`config.mk`:
```
export PLATFORM = sky130hd
export DESIGN_NAME = mem_stage
export DESIGN_NICKNAME = d
export VERILOG_FILES = /design/src/rtl/mem_stage_pkg.sv /design/src/rtl/mem_stage_lane_align.sv /design/src/rtl/mem_stage.sv
export SDC_FILE = /design/constraint.sdc
export NUM_CORES = 1
export LEC_CHECK = 0
export ABC_AREA = 1
export CORE_UTILIZATION = 28
export DETAILED_ROUTE_END_ITERATION = 6
export HOLD_SLACK_MARGIN = 0.02
export PLACE_DENSITY = 0.51
export SYNTH_ARGS = -nofsm -noshare
export SYNTH_HDL_FRONTEND = slang
export SYNTH_SLANG_ARGS = --single-unit
```
`constraint.sdc`:
```
create_clock -name i_clk -period 3.4 [get_ports i_clk]
set_input_delay 0.51 -clock i_clk [delete_from_list [all_inputs] [get_ports i_clk]]
set_output_delay 0.51 -clock i_clk [all_outputs]
set_load 0.02 [all_outputs]
```
`src/rtl/mem_stage_pkg.sv`:
```
// Shared types for the memory stage: FSM states, decoded instruction, memory op codes.
// Latency: n/a (types and pure functions only).
// Backpressure: n/a.
package mem_stage_pkg;

   typedef enum logic [1:0] {
      IDLE = 2'd0,
      REQ  = 2'd1,
      DONE = 2'd2
   } mem_state_t;

   // Decoded instruction as delivered by the decoder; only the memory fields matter here.
   typedef struct packed {
      logic lb;
      logic lh;
      logic lw;
      logic lbu;
      logic lhu;
      logic sb;
      logic sh;
      logic sw;
   } instructions;

   // Compact memory operation code used between the stage and the lane aligner.
   typedef enum logic [3:0] {
      OP_NONE = 4'd0,
      OP_LB   = 4'd1,
      OP_LH   = 4'd2,
      OP_LW   = 4'd3,
      OP_LBU  = 4'd4,
      OP_LHU  = 4'd5,
      OP_SB   = 4'd6,
      OP_SH   = 4'd7,
      OP_SW   = 4'd8
   } mem_op_t;

   localparam int unsigned TIMEOUT_CYCLES_DEFAULT = 255;

   // Collapse the one-hot decode to an op code; anything without a memory bit is OP_NONE.
   function automatic mem_op_t decode_op(input instructions ins);
      mem_op_t op;
      op = OP_NONE;
      if      (ins.lb)  op = OP_LB;
      else if (ins.lh)  op = OP_LH;
      else if (ins.lw)  op = OP_LW;
      else if (ins.lbu) op = OP_LBU;
      else if (ins.lhu) op = OP_LHU;
      else if (ins.sb)  op = OP_SB;
      else if (ins.sh)  op = OP_SH;
      else if (ins.sw)  op = OP_SW;
      return op;
   endfunction

   function automatic logic op_is_store(input mem_op_t op);
      return (op == OP_SB) || (op == OP_SH) || (op == OP_SW);
   endfunction

endpackage

```
`src/rtl/mem_stage_lane_align.sv`:
```
// Byte-lane steering: store data replication/strobes, load extraction/extension, misalignment.
// Latency: purely combinational.
// Backpressure: none; outputs follow inputs.
module mem_lane_align
   import mem_stage_pkg::*;
(
   input  mem_op_t     i_op,
   input  logic [1:0]  i_addr_lo,
   input  logic [31:0] i_rs2,
   input  logic [31:0] i_rdata,
   output logic [31:0] o_wdata,
   output logic [3:0]  o_wstrb,
   output logic [31:0] o_load,
   output logic        o_misaligned
);

   // Read word shifted so the addressed byte/halfword sits at bit 0.
   logic [15:0] w_lane;
   assign w_lane = 16'(i_rdata >> {i_addr_lo, 3'b000});

   // Per-op lane selection; loads drive no strobes, stores produce no load value.
   always_comb begin
      o_wdata      = 32'd0;
      o_wstrb      = 4'd0;
      o_load       = 32'd0;
      o_misaligned = 1'b0;
      case (i_op)
         OP_LB:  o_load = {{24{w_lane[7]}}, w_lane[7:0]};
         OP_LBU: o_load = {24'd0, w_lane[7:0]};
         OP_LH: begin
            o_load       = {{16{w_lane[15]}}, w_lane};
            o_misaligned = i_addr_lo[0];
         end
         OP_LHU: begin
            o_load       = {16'd0, w_lane};
            o_misaligned = i_addr_lo[0];
         end
         OP_LW: begin
            o_load       = i_rdata;
            o_misaligned = |i_addr_lo;
         end
         OP_SB: begin
            o_wdata = {4{i_rs2[7:0]}};
            o_wstrb = 4'b0001 << i_addr_lo;
         end
         OP_SH: begin
            o_wdata      = {2{i_rs2[15:0]}};
            o_wstrb      = 4'b0011 << i_addr_lo;
            o_misaligned = i_addr_lo[0];
         end
         OP_SW: begin
            o_wdata      = i_rs2;
            o_wstrb      = 4'b1111;
            o_misaligned = |i_addr_lo;
         end
         default: ;
      endcase
   end

endmodule

```
`src/rtl/mem_stage.sv`:
```
// Memory stage after the ALU: one outstanding req/ack data access, else forwards the ALU result.
// Latency: 1 cycle for non-memory/misaligned ops, 2+k cycles for an access acked k cycles after req.
// Backpressure: start ignored outside IDLE; mem_req held until ack or timeout, no queueing.
module mem_stage
   import mem_stage_pkg::*;
#(
   parameter int unsigned TIMEOUT_CYCLES = TIMEOUT_CYCLES_DEFAULT
) (
   input  logic        i_clk,
   input  logic        i_rstn,
   input  logic        i_enabled,
   input  instructions i_instr,
   input  logic [31:0] i_alu_result,
   input  logic [31:0] i_rs2_value,
   output logic        o_completed,
   output logic [31:0] o_result,
   output logic        o_misaligned,
   output logic        o_bus_error,
   output logic        o_mem_req,
   output logic        o_mem_we,
   output logic [31:0] o_mem_addr,
   output logic [31:0] o_mem_wdata,
   output logic [3:0]  o_mem_wstrb,
   input  logic        i_mem_ack,
   input  logic [31:0] i_mem_rdata
);

   localparam logic [31:0] LP_TMO = 32'(TIMEOUT_CYCLES);

   mem_state_t  r_state;
   mem_op_t     r_op;
   logic [1:0]  r_addr_lo;
   logic [31:0] r_cnt;

   mem_op_t     w_op_in;
   mem_op_t     w_op;
   logic [1:0]  w_addr_lo;
   logic [31:0] w_wdata;
   logic [3:0]  w_wstrb;
   logic [31:0] w_load;
   logic        w_mis;

   assign w_op_in = decode_op(i_instr);

   // In IDLE the aligner looks at the live request (strobes, misalignment);
   // afterwards it looks at the latched op so the ack-cycle rdata is extended correctly.
   assign w_op      = (r_state == IDLE) ? w_op_in : r_op;
   assign w_addr_lo = (r_state == IDLE) ? i_alu_result[1:0] : r_addr_lo;

   mem_lane_align u_align (
      .i_op         (w_op),
      .i_addr_lo    (w_addr_lo),
      .i_rs2        (i_rs2_value),
      .i_rdata      (i_mem_rdata),
      .o_wdata      (w_wdata),
      .o_wstrb      (w_wstrb),
      .o_load       (w_load),
      .o_misaligned (w_mis)
   );

   // Stage FSM with all outputs registered; completed is a single-cycle pulse on entry to DONE.
   always_ff @(posedge i_clk or negedge i_rstn) begin
      if (!i_rstn) begin
         r_state      <= IDLE;
         r_op         <= OP_NONE;
         r_addr_lo    <= 2'd0;
         r_cnt        <= 32'd0;
         o_completed  <= 1'b0;
         o_result     <= 32'd0;
         o_misaligned <= 1'b0;
         o_bus_error  <= 1'b0;
         o_mem_req    <= 1'b0;
         o_mem_we     <= 1'b0;
         o_mem_addr   <= 32'd0;
         o_mem_wdata  <= 32'd0;
         o_mem_wstrb  <= 4'd0;
      end else begin
         o_completed <= 1'b0;
         case (r_state)
            IDLE: begin
               if (i_enabled) begin
                  r_op         <= w_op_in;
                  r_addr_lo    <= i_alu_result[1:0];
                  r_cnt        <= 32'd0;
                  o_misaligned <= 1'b0;
                  o_bus_error  <= 1'b0;
                  if (w_op_in == OP_NONE) begin
                     o_result    <= i_alu_result;
                     o_completed <= 1'b1;
                     r_state     <= DONE;
                  end else if (w_mis) begin
                     // Rejected before touching the bus.
                     o_misaligned <= 1'b1;
                     o_result     <= 32'd0;
                     o_completed  <= 1'b1;
                     r_state      <= DONE;
                  end else begin
                     o_mem_req   <= 1'b1;
                     o_mem_we    <= op_is_store(w_op_in);
                     o_mem_addr  <= {i_alu_result[31:2], 2'b00};
                     o_mem_wdata <= w_wdata;
                     o_mem_wstrb <= w_wstrb;
                     r_state     <= REQ;
                  end
               end
            end
            REQ: begin
               // An ack in the final allowed cycle still wins over the timeout.
               if (i_mem_ack) begin
                  o_mem_req   <= 1'b0;
                  o_mem_we    <= 1'b0;
                  o_result    <= op_is_store(r_op) ? 32'd0 : w_load;
                  o_completed <= 1'b1;
                  r_cnt       <= 32'd0;
                  r_state     <= DONE;
               end else if ((LP_TMO != 32'd0) && (r_cnt == LP_TMO - 32'd1)) begin
                  o_mem_req   <= 1'b0;
                  o_mem_we    <= 1'b0;
                  o_bus_error <= 1'b1;
                  o_result    <= 32'd0;
                  o_completed <= 1'b1;
                  r_cnt       <= 32'd0;
                  r_state     <= DONE;
               end else begin
                  r_cnt <= r_cnt + 32'd1;
               end
            end
            DONE: begin
               r_state <= IDLE;
            end
            default: begin
               r_state <= IDLE;
            end
         endcase
      end
   end

endmodule
```
# Yosys cells after proc, flatten, opt, wreduce, memory -nomap -nowiden
# Index checks and enable logic that the tools add are counted.
# word_totals
ff_bits	143
latchBits	0
mem_bits_rw	0
rom_bits	0
inputBits	108
output_inout_bits	105
n_memories	0
# op_classes
n_addsub	1
mul	0
n_div	0
order_cmp	0
n_eq_ne	23
shift	3
muxes	52
n_bitwise	2
reduce_logical	17
# op_table
cell	count
32-bit two-way mux	9
32-bit case mux with 5 select lines	1
32-bit case mux with 2 select lines	2
32-bit case mux with 3 select lines	1
4-bit two-way mux	9
32-bit by 1-bit adder with 32-bit output, second input constant	1
32-bit by 8-bit equality test with 1-bit output, second input constant	1
4-bit by 3-bit equality test with 1-bit output, second input constant	8
32-bit by 5-bit >> shifter with 16-bit output	1
1-bit two-way mux	17
4-bit equality test, second input constant	3
2-bit two-way mux	6
4-bit case mux with 3 select lines	1
4-bit AND reduction	3
2-bit inequality test, second input constant	5
1-bit case mux with 2 select lines	5
4-bit by 2-bit equality test with 1-bit output, second input constant	2
2-bit AND reduction	3
5-bit AND reduction	1
4-bit by 1-bit equality test with 1-bit output, second input constant	1
4-bit zero test	1
1-bit logical OR	4
2-bit case mux with 2 select lines	1
2-bit OR reduction	2
other kinds (9)	10

# Longest topological paths before layout
# logic_depth
ltp_word	16
mapped_depth	19
depth_no_buf	18

# By module
# From an unflattened synthesis, not the netlist that was laid out.
# hier_totals
hier_cells	1239
area_unflattened_um2	8451.9
# by_module_without_submodules
module	instances	cells_per_inst	area_each_um2	seq_area_each_um2
mem_stage	1	937	7151.9	3578.4
mem_lane_align	1	302	1300.0	0.0

# Worst setup path after synthesis
# No wires, ideal clock.
# synth_timing
path_kind	input -> register
start	input port i_instr[2] (netlist bit)
end	register o_mem_wdata[4]
setup_ns	0.118
t_arrival_ns	1.860
required_ns	3.282
setup_slack_ns	1.421
path_stages	18
cell_sequence	inv_1 nand2_1 nand2_1 nand2_1 nand2_1 nand2_2 nand2_4 inv_2 nor2_1 nand2_1 nand2_2 nand2_2 nand2_2 nor2_4 buf_6 buf_6 nand3_1 nand2_1
# synth_between
elab_chain_cells	12
elab_cells_between_ends	21
classes_between	6 x eq/ne; 9 x mux; 2 x bitwise; 4 x reduce/logical
# synth_lines
item	line	text
start: declaration	mem_stage.sv:12	input instructions i_instr,
4-bit two-way mux (*)	mem_stage_pkg.sv:48	else if (ins.sb) op = OP_SB;
4-bit two-way mux (*)	mem_stage_pkg.sv:47	else if (ins.lhu) op = OP_LHU;
4-bit two-way mux (*)	mem_stage_pkg.sv:46	else if (ins.lbu) op = OP_LBU;
4-bit two-way mux (*)	mem_stage_pkg.sv:45	else if (ins.lw) op = OP_LW;
4-bit two-way mux (*)	mem_stage_pkg.sv:44	else if (ins.lh) op = OP_LH;
4-bit two-way mux (*)	mem_stage_pkg.sv:43	if (ins.lb) op = OP_LB;
4-bit two-way mux	mem_stage.sv:47	assign w_op = (r_state == IDLE) ? w_op_in : r_op;
4-bit by 2-bit equality test with 1-bit output (tied with other cells)	mem_stage_lane_align.sv:27	case (i_op)
3-bit OR reduction (no line) or 2-bit OR reduction (tied branches)	--	
1-bit case mux with 2 select lines	mem_stage_lane_align.sv:27	
1-bit NOT (no line)	--	
4-bit AND reduction (no line)	--	
end signal: assignment	mem_stage.sv:101	o_mem_wdata <= w_wdata;
end: declaration	mem_stage.sv:22	output logic [31:0] o_mem_wdata,
# Mark *: on every way between the ends. The rest lies on a longest branch, timed or not.
# A chain may end at the register's enable or synchronous reset.

# Worst setup path in the final report
# layout_timing
start	register r_state[1]
end	register o_result[0]
# layout_between
elab_chain_cells	7
elab_cells_between_ends	25
classes_between	11 x eq/ne; 1 x shift; 7 x mux; 6 x reduce/logical
# layout_lines
item	line	text
start: declaration	mem_stage.sv:30	mem_state_t r_state;
start signal: assignment	mem_stage.sv:64	r_state <= IDLE;
start signal: assignment	mem_stage.sv:90	r_state <= DONE;
start signal: assignment	mem_stage.sv:96	r_state <= DONE;
2-bit zero test	mem_stage.sv:47, mem_stage.sv:48, mem_stage.sv:79	
2-bit two-way mux or 4-bit two-way mux (tied branches)	mem_stage.sv:48, mem_stage.sv:47	
32-bit by 5-bit >> shifter with 16-bit output (tied with other cells)	mem_stage_lane_align.sv:19	assign w_lane = 16'(i_rdata >> {i_addr_lo, 3'b000});
32-bit case mux with 5 select lines (tied with other cells)	mem_stage_lane_align.sv:27	
32-bit two-way mux or 1-bit case mux with 2 select lines (tied branches)	mem_stage.sv:112, mem_stage_lane_align.sv:27	
32-bit two-way mux or 3-bit by 1-bit inequality test with 1-bit output (tied branches)	--	
32-bit case mux with 2 select lines or 4-bit AND reduction (tied branches)	--	
end signal: assignment	mem_stage.sv:88	o_result <= i_alu_result;
end signal: assignment	mem_stage.sv:112	o_result <= op_is_store(r_op) ? 32'd0 : w_load;
end: declaration	mem_stage.sv:16	output logic [31:0] o_result,
# Several ways; a longest one is shown, not always the timed one.

==> impl_metrics.tcl <==
set metrics [dict create \
    worst_r2r_startpoint "r_state[1]" \
    clkTransAtPathRegs_ns 0.06 \
    drt-total-wl_um 27600 \
    cp_max_fo 33 \
    post_cts_buffers 0 \
    die_w_um 173 \
    tns_ns 0 \
    synth_largest_area_cell "dfrtp_1" \
    vias_per_cell 4.59 \
    ir_worst_vdd_mv 0.357 \
    core_sq_um 28800 \
    yosys_warnings 0 \
    drive_gt1_share_pct 7.10 \
    first_global_vias 7864 \
    yosysMostFrequentCell "nand2_1" \
    end_kind "flop" \
    area_growth_pct 37.8 \
    grt_max_degree 90 \
    hp-class "input port to async pin" \
    worst_path_max_delay_cell "dfrtp_1" \
    ys_types 45 \
    power_frac_clock_pct 19.2 \
    fillCellCount 3038 \
    synth_common_cells "588 x nand2_1, 143 x dfrtp_1, 73 x inv_1, 57 x nand3_1, 35 x nor2_1" \
    reg2regPathDepth 13 \
    tritoncts "yes" \
    pin_count 213 \
    hold_buffers 0 \
    vias 8052 \
    final_max_slew_viol_count 0 \
    dp_hpwl_um 20000 \
    relSlewSlack_pct 40.6 \
    max_slew.worst_pin.slew_ns 0.890 \
    drtIter0Drc 507 \
    synth-seq-cells 143 \
    clock_latency_ns 0.43 \
    ctsRootBufferMaster "clkbuf_16" \
    die_area_sq_um 30000 \
    maxCapViolCount 0 \
    pwr-share-seq_pct 26.8 \
    rrSetupSlack_ns 0.72 \
    cp_data_arrival_time_ns 3.04 \
    powerDensity_nw_per_um2 895 \
    status "complete, no violations" \
    clock.fmax_mhz 373 \
    h-tree-depth 4 \
    die_y_um 173 \
    cts_buffers 17 \
    fin_crit_sh_pct 78.9 \
    cp_data_required_time_ns 3.76 \
    postRouteAntennaNets 0 \
    yosysSeqAreaShare_pct 43.7 \
    ys_top_cells_by_area "dfrtp_1 44%, nand2_1 27%, nand3_1 3.5%" \
    worstReg2RegEnd "o_result[0]" \
    first_pass_iters 5 \
    timing.hold.ws_ns 0.160 \
    netlist_area_sq_um 8200 \
    path_class "flop to flop" \
    final-hold-violation-count 0 \
    avgSynthCellArea_sq_um 7.12 \
    p_leak_uw 0.00546 \
    cts_buffer_depth 2 \
    synth_edf_count 0 \
    cpMostUsedCell "nand2_2" \
    crit_buf_inv 2 \
    netlist.area_leader.share_pct 43.7 \
    initial_core_util_pct 28.5 \
    cts_resized 0 \
    track_usage_pct 18.7 \
    critPathMaxStageDelay_ns 0.41 \
    swShare_pct 44.9 \
    crit_chain "nor2_2, buf_4, or2_1, nand2_4, nor2_4, nand2_4, nand2_2, nand2_2, nand3b_1, nand2_2, inv_4, nand2_1, nand2_1" \
    grt_first_pass_wirelength_um 44000 \
    internal-power_uw 5560 \
    fin_worst_skew_ns 0.0136 \
    layout_min_cycle_time_ns 2.68 \
    drc 0 \
    synthFlopType "dfrtp_1" \
    fin_nets 1464 \
    overflow 0 \
    p_switching_uw 4540 \
    crit_family "simple AND/OR/NAND/NOR gates" \
    setup_violations 0 \
    antenna_found_initial 4 \
    rsz0062_at_grt "false" \
    power_frac_comb_pct 54.1 \
    start_kind "flop" \
    portBuffers 210 \
    synthArstFlopShare_pct 100 \
    wl_per_cell_um 15.7 \
    netlist_instances 1151 \
    cts_sinks 143 \
    num_rows 62 \
    gp_congestion 0.810 \
]
[power groups by stage]
| stage | sequential, uW | clock, uW | combinational, uW |
|---|---|---|---|
| 2_1_floorplan | 3400 | 0 | 2610 |
| 3_3_place_gp | 2730 | 0 | 5500 |
| 3_5_place_dp | 2720 | 0 | 5520 |
| 4_1_cts | 2710 | 1990 | 5530 |
| 5_1_grt | 2790 | 2070 | 5990 |
| 6_report | 2710 | 1930 | 5460 |
[cell usage in the layout, fill, tap and decap left out, types with 3 or more instances in the layout]
cell             netlist  routed
a21oi_1               16      16
nor4_1                 6       6
nor3_2                 5       5
diode_2                0       3
o32ai_1                3       3
dfrtp_1              143     143
nand2_4                4       4
nand3_1               57      57
clkinv_4               0       3
clkdlybuf4s50_1        0     209
o22ai_1               20      20
nand3b_1               7       7
nor2_1                35      34
nor3_1                11      11
nand3_2                5       5
xor2_1                19      19
nand4_1                8       8
o21ai_0               28      28
inv_2                  4       4
inv_1                 73      73
clkbuf_8               0       3
o21ai_1                6       6
inv_6                  0       3
nand2_1              588     588
nand2_2               12      12
buf_12                 0       3
o211ai_1              15      15
nor2_2                 5       6
a22o_1                 8       8
buf_4                  6      21
clkbuf_16              0      17
[per-layer routing]
layer	vias to the layer above	wire length, um	GRT usage (%)
met3	25	1870	4.88
met2	212	12700	30.4
met1	3745	12700	24.8
li1	4068	-	-
met5	-	12	0
met4	2	269	4.50
[metrics by stage]
step	instance area, sq um	utilization [%]	power, uW	worst slack, ns	std cells
2_1_floorplan	8200	-	6000	1.42	1152
3_3_place_gp	10700	37.1	8230	0.403	1719
3_5_place_dp	10700	37.1	8240	0.371	1719
4_1_cts	11300	39.2	10200	0.688	1751
5_1_grt	11300	39.2	10900	0.477	1751
6_report	11300	39.2	10100	0.716	1754
[worst max-delay path by stage]
stage	from	to	cells past startpoint
3_3_place_gp	i_instr[1]	o_result[29]	18
4_1_cts	r_state[1]	o_result[0]	13
6_report	r_state[1]	o_result[0]	13
5_1_grt	r_state[1]	o_result[5]	13
3_5_place_dp	i_instr[1]	o_result[22]	18
2_1_floorplan	i_instr[2]	o_mem_wdata[4]	18
[logic make-up (layout without fill, tap and decap cells)]
group	after synthesis	count (layout)	share of synthesized area [%]
AO/OA/AOI/OAI	107	107	8.31
XOR/XNOR	20	20	2.14
adder cells (fa/ha/maj)	2	2	0.305
buffers and inverters	130	345	7.56
flip-flops	143	143	43.7
other	1	5	0.0458
AND/OR/NAND/NOR	748	748	38.0
[state kept, by name (all words and copies together), names as in the netlist]
name and cells:
o_result 32, r_addr_lo 2, o_misaligned 1, r_op 4
o_bus_error 1, o_completed 1, o_mem_wdata 32, o_mem_wstrb 4
o_mem_addr 30, o_mem_we 1, r_cnt 32, o_mem_req 1
r_state 2
[cell type report]
type | instances | area [sq um] | share of cell area [%]
well taps | 384 | 480 | 4.26
flip-flops and latches | 143 | 3580 | 31.7
repair buffers | 234 | 2320 | 20.6
clock buffers | 21 | 470 | 4.17
inverters | 79 | 299 | 2.65
clock inverters | 11 | 130 | 1.15
diodes | 3 | 7.51 | 0.0665
multi-input cells | 879 | 4000 | 35.5
No activity file was read; power rests on OpenSTA's default activity.
